### src/rtl/xover_ctrl.sv
// Stereo crossover sequencer: launches both channel cores per frame, gathers their LPF/HPF results,
// enforces the per-frame cycle budget and owns the shadow/active coefficient set.
module xover_ctrl #(
   parameter int unsigned DATA_W      = 24,
   parameter int unsigned COEFF_W     = 40,
   parameter int unsigned TIMEOUT_CYC = 255
) (
   input  logic                  i_mck,
   input  logic                  i_rstn,
   input  logic                  i_frame_valid,
   input  logic [DATA_W-1:0]     i_left,
   input  logic [DATA_W-1:0]     i_right,
   output logic [DATA_W-1:0]     o_core_l_in,
   output logic [DATA_W-1:0]     o_core_r_in,
   output logic                  o_core_start,
   input  logic                  i_core_l_done,
   input  logic                  i_core_r_done,
   input  logic [DATA_W-1:0]     i_core_l_lpf,
   input  logic [DATA_W-1:0]     i_core_l_hpf,
   input  logic [DATA_W-1:0]     i_core_r_lpf,
   input  logic [DATA_W-1:0]     i_core_r_hpf,
   output logic [DATA_W-1:0]     o_left_lpf,
   output logic [DATA_W-1:0]     o_left_hpf,
   output logic [DATA_W-1:0]     o_right_lpf,
   output logic [DATA_W-1:0]     o_right_hpf,
   output logic                  o_frame_valid,
   output logic                  o_busy,
   input  logic                  i_cw_en,
   input  logic [4:0]            i_cw_addr,
   input  logic [COEFF_W-1:0]    i_cw_data,
   input  logic                  i_commit,
   output logic                  o_commit_ack,
   output logic [20*COEFF_W-1:0] o_coeffs,
   output logic                  o_coeff_loaded,
   output logic                  o_err_overrun,
   output logic                  o_err_timeout,
   input  logic                  i_err_clr
);

   localparam int unsigned NumCoeff = 20;
   localparam int unsigned TimerW   = $clog2(TIMEOUT_CYC + 1);

   typedef enum logic [1:0] {StIdle, StWait, StDone, StCommit} state_e;

   state_e                      state_q, state_d;
   logic [TimerW-1:0]           timer_q;
   logic                        done_l_q, done_r_q;
   logic                        cap_l_en, cap_r_en, got_l, got_r;
   logic                        launch, finish, timeout_hit;
   logic [DATA_W-1:0]           cap_l_lpf_q, cap_l_hpf_q, cap_r_lpf_q, cap_r_hpf_q;
   logic [DATA_W-1:0]           cap_l_lpf_d, cap_l_hpf_d, cap_r_lpf_d, cap_r_hpf_d;
   logic [DATA_W-1:0]           core_l_in_q, core_r_in_q;
   logic [DATA_W-1:0]           out_l_lpf_q, out_l_hpf_q, out_r_lpf_q, out_r_hpf_q;
   logic                        core_start_q, commit_ack_q, coeff_loaded_q, pending_q;
   logic                        err_overrun_q, err_timeout_q;
   logic [COEFF_W-1:0]          shadow_q [NumCoeff];
   logic [NumCoeff*COEFF_W-1:0] active_q;

   always_comb begin
      state_d     = state_q;
      launch      = 1'b0;
      timeout_hit = 1'b0;
      // A done pulse in the cycle that completes the frame must reach the outputs directly.
      cap_l_en    = (state_q == StWait) && i_core_l_done;
      cap_r_en    = (state_q == StWait) && i_core_r_done;
      got_l       = done_l_q | cap_l_en;
      got_r       = done_r_q | cap_r_en;
      cap_l_lpf_d = cap_l_en ? i_core_l_lpf : cap_l_lpf_q;
      cap_l_hpf_d = cap_l_en ? i_core_l_hpf : cap_l_hpf_q;
      cap_r_lpf_d = cap_r_en ? i_core_r_lpf : cap_r_lpf_q;
      cap_r_hpf_d = cap_r_en ? i_core_r_hpf : cap_r_hpf_q;
      unique case (state_q)
         StIdle: begin
            if (i_frame_valid) begin
               launch  = 1'b1;
               state_d = StWait;
            end else if (pending_q || i_commit) begin
               state_d = StCommit;
            end
         end
         StWait: begin
            if (got_l && got_r) begin
               state_d = StDone;
            end else if (timer_q == TimerW'(TIMEOUT_CYC)) begin
               timeout_hit = 1'b1;
               state_d     = StDone;
            end
         end
         StDone:   state_d = StIdle;
         StCommit: state_d = StIdle;
         default:  state_d = StIdle;
      endcase
      finish = (state_q == StWait) && (state_d == StDone);
   end

   always_ff @(posedge i_mck) begin
      if (!i_rstn) begin
         state_q        <= StIdle;
         timer_q        <= '0;
         done_l_q       <= 1'b0;
         done_r_q       <= 1'b0;
         cap_l_lpf_q    <= '0;
         cap_l_hpf_q    <= '0;
         cap_r_lpf_q    <= '0;
         cap_r_hpf_q    <= '0;
         core_l_in_q    <= '0;
         core_r_in_q    <= '0;
         out_l_lpf_q    <= '0;
         out_l_hpf_q    <= '0;
         out_r_lpf_q    <= '0;
         out_r_hpf_q    <= '0;
         core_start_q   <= 1'b0;
         commit_ack_q   <= 1'b0;
         coeff_loaded_q <= 1'b0;
         pending_q      <= 1'b0;
         err_overrun_q  <= 1'b0;
         err_timeout_q  <= 1'b0;
         active_q       <= '0;
         for (int unsigned k = 0; k < NumCoeff; k++) begin
            shadow_q[k] <= '0;
         end
      end else begin
         state_q      <= state_d;
         core_start_q <= launch;
         commit_ack_q <= (state_q == StCommit);
         if (launch) begin
            core_l_in_q <= i_left;
            core_r_in_q <= i_right;
            timer_q     <= '0;
            done_l_q    <= 1'b0;
            done_r_q    <= 1'b0;
         end else if (state_q == StWait) begin
            timer_q  <= timer_q + 1'b1;
            done_l_q <= got_l;
            done_r_q <= got_r;
         end
         cap_l_lpf_q <= cap_l_lpf_d;
         cap_l_hpf_q <= cap_l_hpf_d;
         cap_r_lpf_q <= cap_r_lpf_d;
         cap_r_hpf_q <= cap_r_hpf_d;
         // A channel that never finished keeps its previous frame's results.
         if (finish && got_l) begin
            out_l_lpf_q <= cap_l_lpf_d;
            out_l_hpf_q <= cap_l_hpf_d;
         end
         if (finish && got_r) begin
            out_r_lpf_q <= cap_r_lpf_d;
            out_r_hpf_q <= cap_r_hpf_d;
         end
         err_overrun_q <= (i_frame_valid && (state_q != StIdle)) || (err_overrun_q && !i_err_clr);
         err_timeout_q <= timeout_hit || (err_timeout_q && !i_err_clr);
         // A commit arriving during the copy itself stays pending for a second copy.
         pending_q     <= i_commit || (pending_q && (state_q != StCommit));
         if (state_q == StCommit) begin
            for (int unsigned k = 0; k < NumCoeff; k++) begin
               active_q[k*COEFF_W +: COEFF_W] <= shadow_q[k];
            end
            coeff_loaded_q <= 1'b1;
         end
         if (i_cw_en && (i_cw_addr < 5'(NumCoeff))) begin
            shadow_q[i_cw_addr] <= i_cw_data;
         end
      end
   end

   assign o_core_l_in    = core_l_in_q;
   assign o_core_r_in    = core_r_in_q;
   assign o_core_start   = core_start_q;
   assign o_left_lpf     = out_l_lpf_q;
   assign o_left_hpf     = out_l_hpf_q;
   assign o_right_lpf    = out_r_lpf_q;
   assign o_right_hpf    = out_r_hpf_q;
   assign o_frame_valid  = (state_q == StDone);
   assign o_busy         = (state_q != StIdle);
   assign o_commit_ack   = commit_ack_q;
   assign o_coeffs       = active_q;
   assign o_coeff_loaded = coeff_loaded_q;
   assign o_err_overrun  = err_overrun_q;
   assign o_err_timeout  = err_timeout_q;

endmodule

### config.mk
export PLATFORM = sky130hd
export DESIGN_NAME = xover_ctrl
export DESIGN_NICKNAME = d
export VERILOG_FILES = /design/src/rtl/xover_ctrl.sv
export SDC_FILE = /design/constraint.sdc
export NUM_CORES = 2
export LEC_CHECK = 0
export CORE_AREA = 4 4 445 447
export CTS_CLUSTER_SIZE = 25
export DETAILED_ROUTE_END_ITERATION = 6
export DIE_AREA = 0 0 449 451
export PLACE_DENSITY = 0.61
export SYNTH_ARGS = -nofsm -noshare
export SYNTH_HDL_FRONTEND = slang
export SYNTH_SLANG_ARGS = --single-unit
### constraint.sdc
create_clock -name i_mck -period 8.75 [get_ports i_mck]
set_input_delay 1.75 -clock i_mck [delete_from_list [all_inputs] [get_ports i_mck]]
set_output_delay 1.75 -clock i_mck [all_outputs]
set_load 0.05 [all_outputs]
# Yosys cells after proc, flatten, opt, wreduce, memory -nomap -nowiden

Memory sizes are Yosys's and may differ from the RTL's. A register that Yosys moved wholly into a read port is not among the register bits.
Cells that the tools add are included.

Flip-flop bits (word level): 258
Bits in writable memories: 800
Input port bits: 197
Memories: 1

Memory list:

| memory   | depth | width | rd ports | clocked after Yosys merged registers in | write ports | line | RTL |
|---|---|---|---|---|---|---|---|
| shadow_q | 20    | 40    | 20       | 20                                      | 20          | 56   | `logic [COEFF_W-1:0] shadow_q [NumCoeff];` |

$add $sub $neg: 1
$lt $le $gt $ge: 1
Equality and inequality tests: 6
Mux-type cells: 21
Bitwise logic cells: 3
Reduce and logical (&&, ||, !) cells: 41

Operators by type and width:

| cell                | count |
|---|---|
| $mux 24             | 4 |
| $mux 40             | 1 |
| $reduce_or 40->1    | 1 |
| $logic_not 1->1     | 21 |
| $logic_and 1x1->1   | 11 |
| $mux 1              | 10 |
| $add 8x1->8 const B | 1 |
| $eq 8x8->1 const B  | 1 |
| $mux 2              | 4 |
| $eq 2x2->1 const B  | 3 |
| $pmux 2 s3          | 1 |
| $lt 5x5->1 const B  | 1 |
| $mux 5              | 1 |
| $logic_or 1x1->1    | 4 |
| $reduce_or 2->1     | 2 |
| $eq 2x1->1 const B  | 1 |
| $logic_not 2->1     | 1 |
| $ne 2x2->1 const B  | 1 |
| $or 1x1->1          | 2 |
| $reduce_bool 2->1   | 1 |
| $not 1->1           | 1 |

# Longest topological paths before layout

Depth in word-level cells: 9
Mapped depth: 8
Gate-level depth less buffers: 5

# Worst setup path before layout

OpenSTA, ideal clock, no wires.

Path type: input port to flip-flop
Start point: in i_rstn
End point: mem shadow_q[19][0], enable pin
Arrival: 5.179 ns
Required time: 8.257 ns
Slack: 3.078 ns
Cell stages on the path: 4
Cell sequence: clkbuf_1 -> and3b_1 -> nand3b_1 -> o21ai_0

RTL lines:

| item        | line | RTL |
|---|---|---|
| from (decl) | 9    | `input logic i_rstn,` |
| to (decl)   | 56   |  |

==> metrics <==
clk_skew approximately 0.044 ns; clk_lat worst skew about 0.85 ns; Yosys warnings 0; TritonCTS clock tree yes; Max Slew Vio Count 0; final worst-path cycle share 55.31%; Reg2Reg Setup Slack around 5.2 ns; GRT Total Usage 24.25%; first-pass GRT wire length between 300000 and 400000 um; register area share after synthesis about two thirds; reg2reg end o_coeffs[26]; outcome finished, final reports clean; Crit path max-delay family simple AND/OR/NAND/NOR gates; die footprint between 0.2 and 0.25 mm2; Synth top area share a little over a third; CTS clk-pin slew, worst paths ~0.06 ns; deepest clock path buffer count 3; Initial Utilization between 30% and 40%; RD Place Congestion around 0.87; sw frac between 20 and 30%; Tmin final between 4 and 5 ns; CP endpoint shadow_q[12][31]; critical path's slowest cell nand2b_2; routed wire length 256700 um; DR iter-0 viols ~4700; share of cells above drive strength 1 ~7.7%; pre-CTS WS between 3 and 4 ns; setup_tns 0 ns; Final Setup Violations 0; Syn Nets 6299; worst-path fanout max between 40 and 50; Register Area approximately 0.045 mm2; nets@finish between 7000 and 8000; GRT overflow 0; Flop pwr share 49.4%; critical path capture point type flop; share of total power in combinational logic between 7 and 8%; leading area contributor after synthesis edfxtp_1; Internal around 14 mW; via count about 49000; synth unique cells 34; number of antenna violations at the first check in global routing 44; total CTS buffers 197; HP Class flop to flop; Max Clk Rate 206.6 MHz; RSZ-0062 raised after global routing no; Clk pwr share about 43%; multi-input logic area between 0.02 and 0.025 mm2; count of input and output buffers 1147; syn_area_per_cell roughly 11 um2; Avg Vias per Cell 4.955; static leakage around 31 nW; Power Dens Cells approximately 220 mW/mm2; P_sw around 4.8 mW; CP Data Arrival Time between 5 and 6 ns; slowest stage delay, CP between 0.8 and 0.9 ns; Root Buffer clkbuf_16; worst-margin pin slew ~1.4 ns; Routed WL per cell 26.04 um; total setup buffers inserted after CTS 0; number of global-route vias before repair 45540; drt drc 0; CP Class primary input to flop; Syn Std Cell Area a little under 0.07 mm2; Horiz. Die Dim roughly 450 um; Yosys reg bits around 1900; DRT antenna net count 0; Filler cells approximately 18000; crit path buf inv count 2; num rows around 160; cell count after synthesis a little over 6000; Worst path depth 6; Boundary Pins ~1100; Die Ht 451 um; worst setup margin between 3 and 4 ns; CTS sink cnt between 1500 and 2000; CP Launch Point i_cw_addr[3]; Max Cap Viol 0; H-Tree Level Count 4; number of hold buffers added after CTS 0; synth-to-layout area growth 29.43%; Crit path required time about 9.2 ns; Final Hold Fails 0; top post-synthesis cells by area edfxtp_1, dfxtp_1, nand2_1; largest net degree at the start of global routing approximately 260; Startpoint Class primary input; worst reg-to-reg path cell count 5; Slew headroom 8.452%; CTS resizes 0; core area between 0.15 and 0.2 mm2; Max IR drop VDD 0.1761 mV; drt first pass iters 6; Post-DP HPWL 160200 um; crit path cell chain clkdlybuf4s50_1 > nor2b_1 > nand4_1 > nor3_2 > buf_4 > nand2b_2; Crit Reg-Reg Startpoint state_q[0]
-- cell families after synthesis --
| logic type | synth area share, % |
|---|---|
| fa+ha+maj | 0.01821 |
| flops | 65.79 |
| mux | 3.205 |
| simple gates | 18.39 |
| xor+xnor | 0.08923 |
| buf+inv | 2.901 |
| compound gates | 9.606 |
-- final cells by class --
| class | instances | area share, % |
|---|---|---|
| well taps | 2542 | 3.576 |
| multi-input cells | 3750 | 24.52 |
| inverters | 4 | 0.01688 |
| clock buffers | 304 | 6.321 |
| diodes | 90 | 0.2533 |
| flip-flops and latches | 1858 | 50.83 |
| repair buffers | 1241 | 13.60 |
| clock inverters | 68 | 0.8822 |
-- Yosys cell counts --
cell type  count
o21a_1         2
edfxtp_1     800
and3_1         2
a21oi_1        4
mux2i_1       97
nand2_1     1610
xor2_1         2
nand3_1        2
a21boi_0     801
and3b_1        1
nor4_1         4
dfxtp_1     1058
clkbuf_1     398
nor2b_1      101
a22oi_4        1
nor3b_1        1
buf_6          6
o21ai_0       16
buf_2         69
nor2_1        27
and2_1       898
mux2_4        40
o221ai_2       2
xnor2_1        5
nor3_1         7
nand3b_1       5
inv_1          4
buf_4          3
nand2b_1      13
a22o_1        48
buf_1         13
nand4_1        4
mux2_2        56
ha_1           1
-- worst register-to-register path, cell delays in order (launching register included) --
cell,delay (ns)
dfxtp_1,0.65
and2_4,0.56
buf_4,0.94
buf_4,0.94
nand2_1,0.24
a21boi_0,0.18
-- layer usage --
metal | wire length [um] | vias up | part of all wire [%] | GRT usage, %
li1 | - | 22140 | - | -
met5 | 13 | - | 0.0051 | 0
met1 | 103200 | 24250 | 40 | 31.08
met4 | 10280 | 2 | 4.0 | 10.81
met2 | 121900 | 2054 | 48 | 39.22
met3 | 21240 | 397 | 8.3 | 5.537
-- layout by cell type, fill, tap and decap left out, types with 7 or more instances in the layout --
master and instances:
nand2_1 1609, clkdlybuf4s50_1 1106, dfxtp_1 1058, and2_1 897
a21boi_0 801, edfxtp_1 800, clkbuf_16 197, nor2b_1 101
mux2i_1 97, diode_2 90, buf_4 86, clkbuf_1 78
mux2_2 56, a22o_1 48, mux2_4 40, buf_2 40
clkbuf_8 29, clkinv_2 21, clkinv_1 15, o21ai_4 14
nor2_1 13, nor2_2 9, clkinv_16 8, buf_12 8
nand2b_1 7
-- how the worst min path moves through the flow --
stage	start	to	slack [ns]	cells after the start
2_1_floorplan	timer_q[7]	timer_q[7]	0.48	2
3_3_place_gp	o_coeff_loaded	o_coeff_loaded	0.45	1
3_5_place_dp	o_coeffs[678]	o_coeffs[678]	0.46	2
4_1_cts	o_coeffs[678]	o_coeffs[678]	0.46	2
5_1_grt	o_coeffs[118]	o_coeffs[118]	0.48	2
6_report	o_coeffs[678]	o_coeffs[678]	0.46	2
-- sequential cells by signal, indices dropped and copies added, names as in the netlist, 2 cells and up --
signal,cells
cap_r_lpf_q,24
o_left_lpf,24
timer_q,8
cap_r_hpf_q,24
o_core_r_in,24
o_right_lpf,24
o_left_hpf,24
state_q,2
cap_l_hpf_q,24
cap_l_lpf_q,24
o_coeffs,800
o_core_l_in,24
o_right_hpf,24
shadow_q,800
-- stage by stage --
stage               power (mW)  utilization (%)  area (um2)  hold WS (ns)  cells
detailed placement       11.18            42.38       82300        0.4562   9395
floorplan                10.46                -       68710        0.4840   6101
global placement         11.16            42.38       82300        0.4522   9395
finish                   19.24            45.80       88930        0.4598   9857
global route             19.82            45.70       88750        0.4788   9784
CTS                      19.40            45.68       88710        0.4648   9767
-- power groups by stage --
stage          sequential (mW)  clock (mW)  combinational (mW)
2_1_floorplan             10.0           0               0.449
3_3_place_gp              9.68           0                1.48
3_5_place_dp              9.69           0                1.49
4_1_cts                   9.51        8.40                1.49
5_1_grt                   9.54        8.74                1.54
6_report                  9.51        8.25                1.48
No activity file was read; power rests on OpenSTA's default activity.
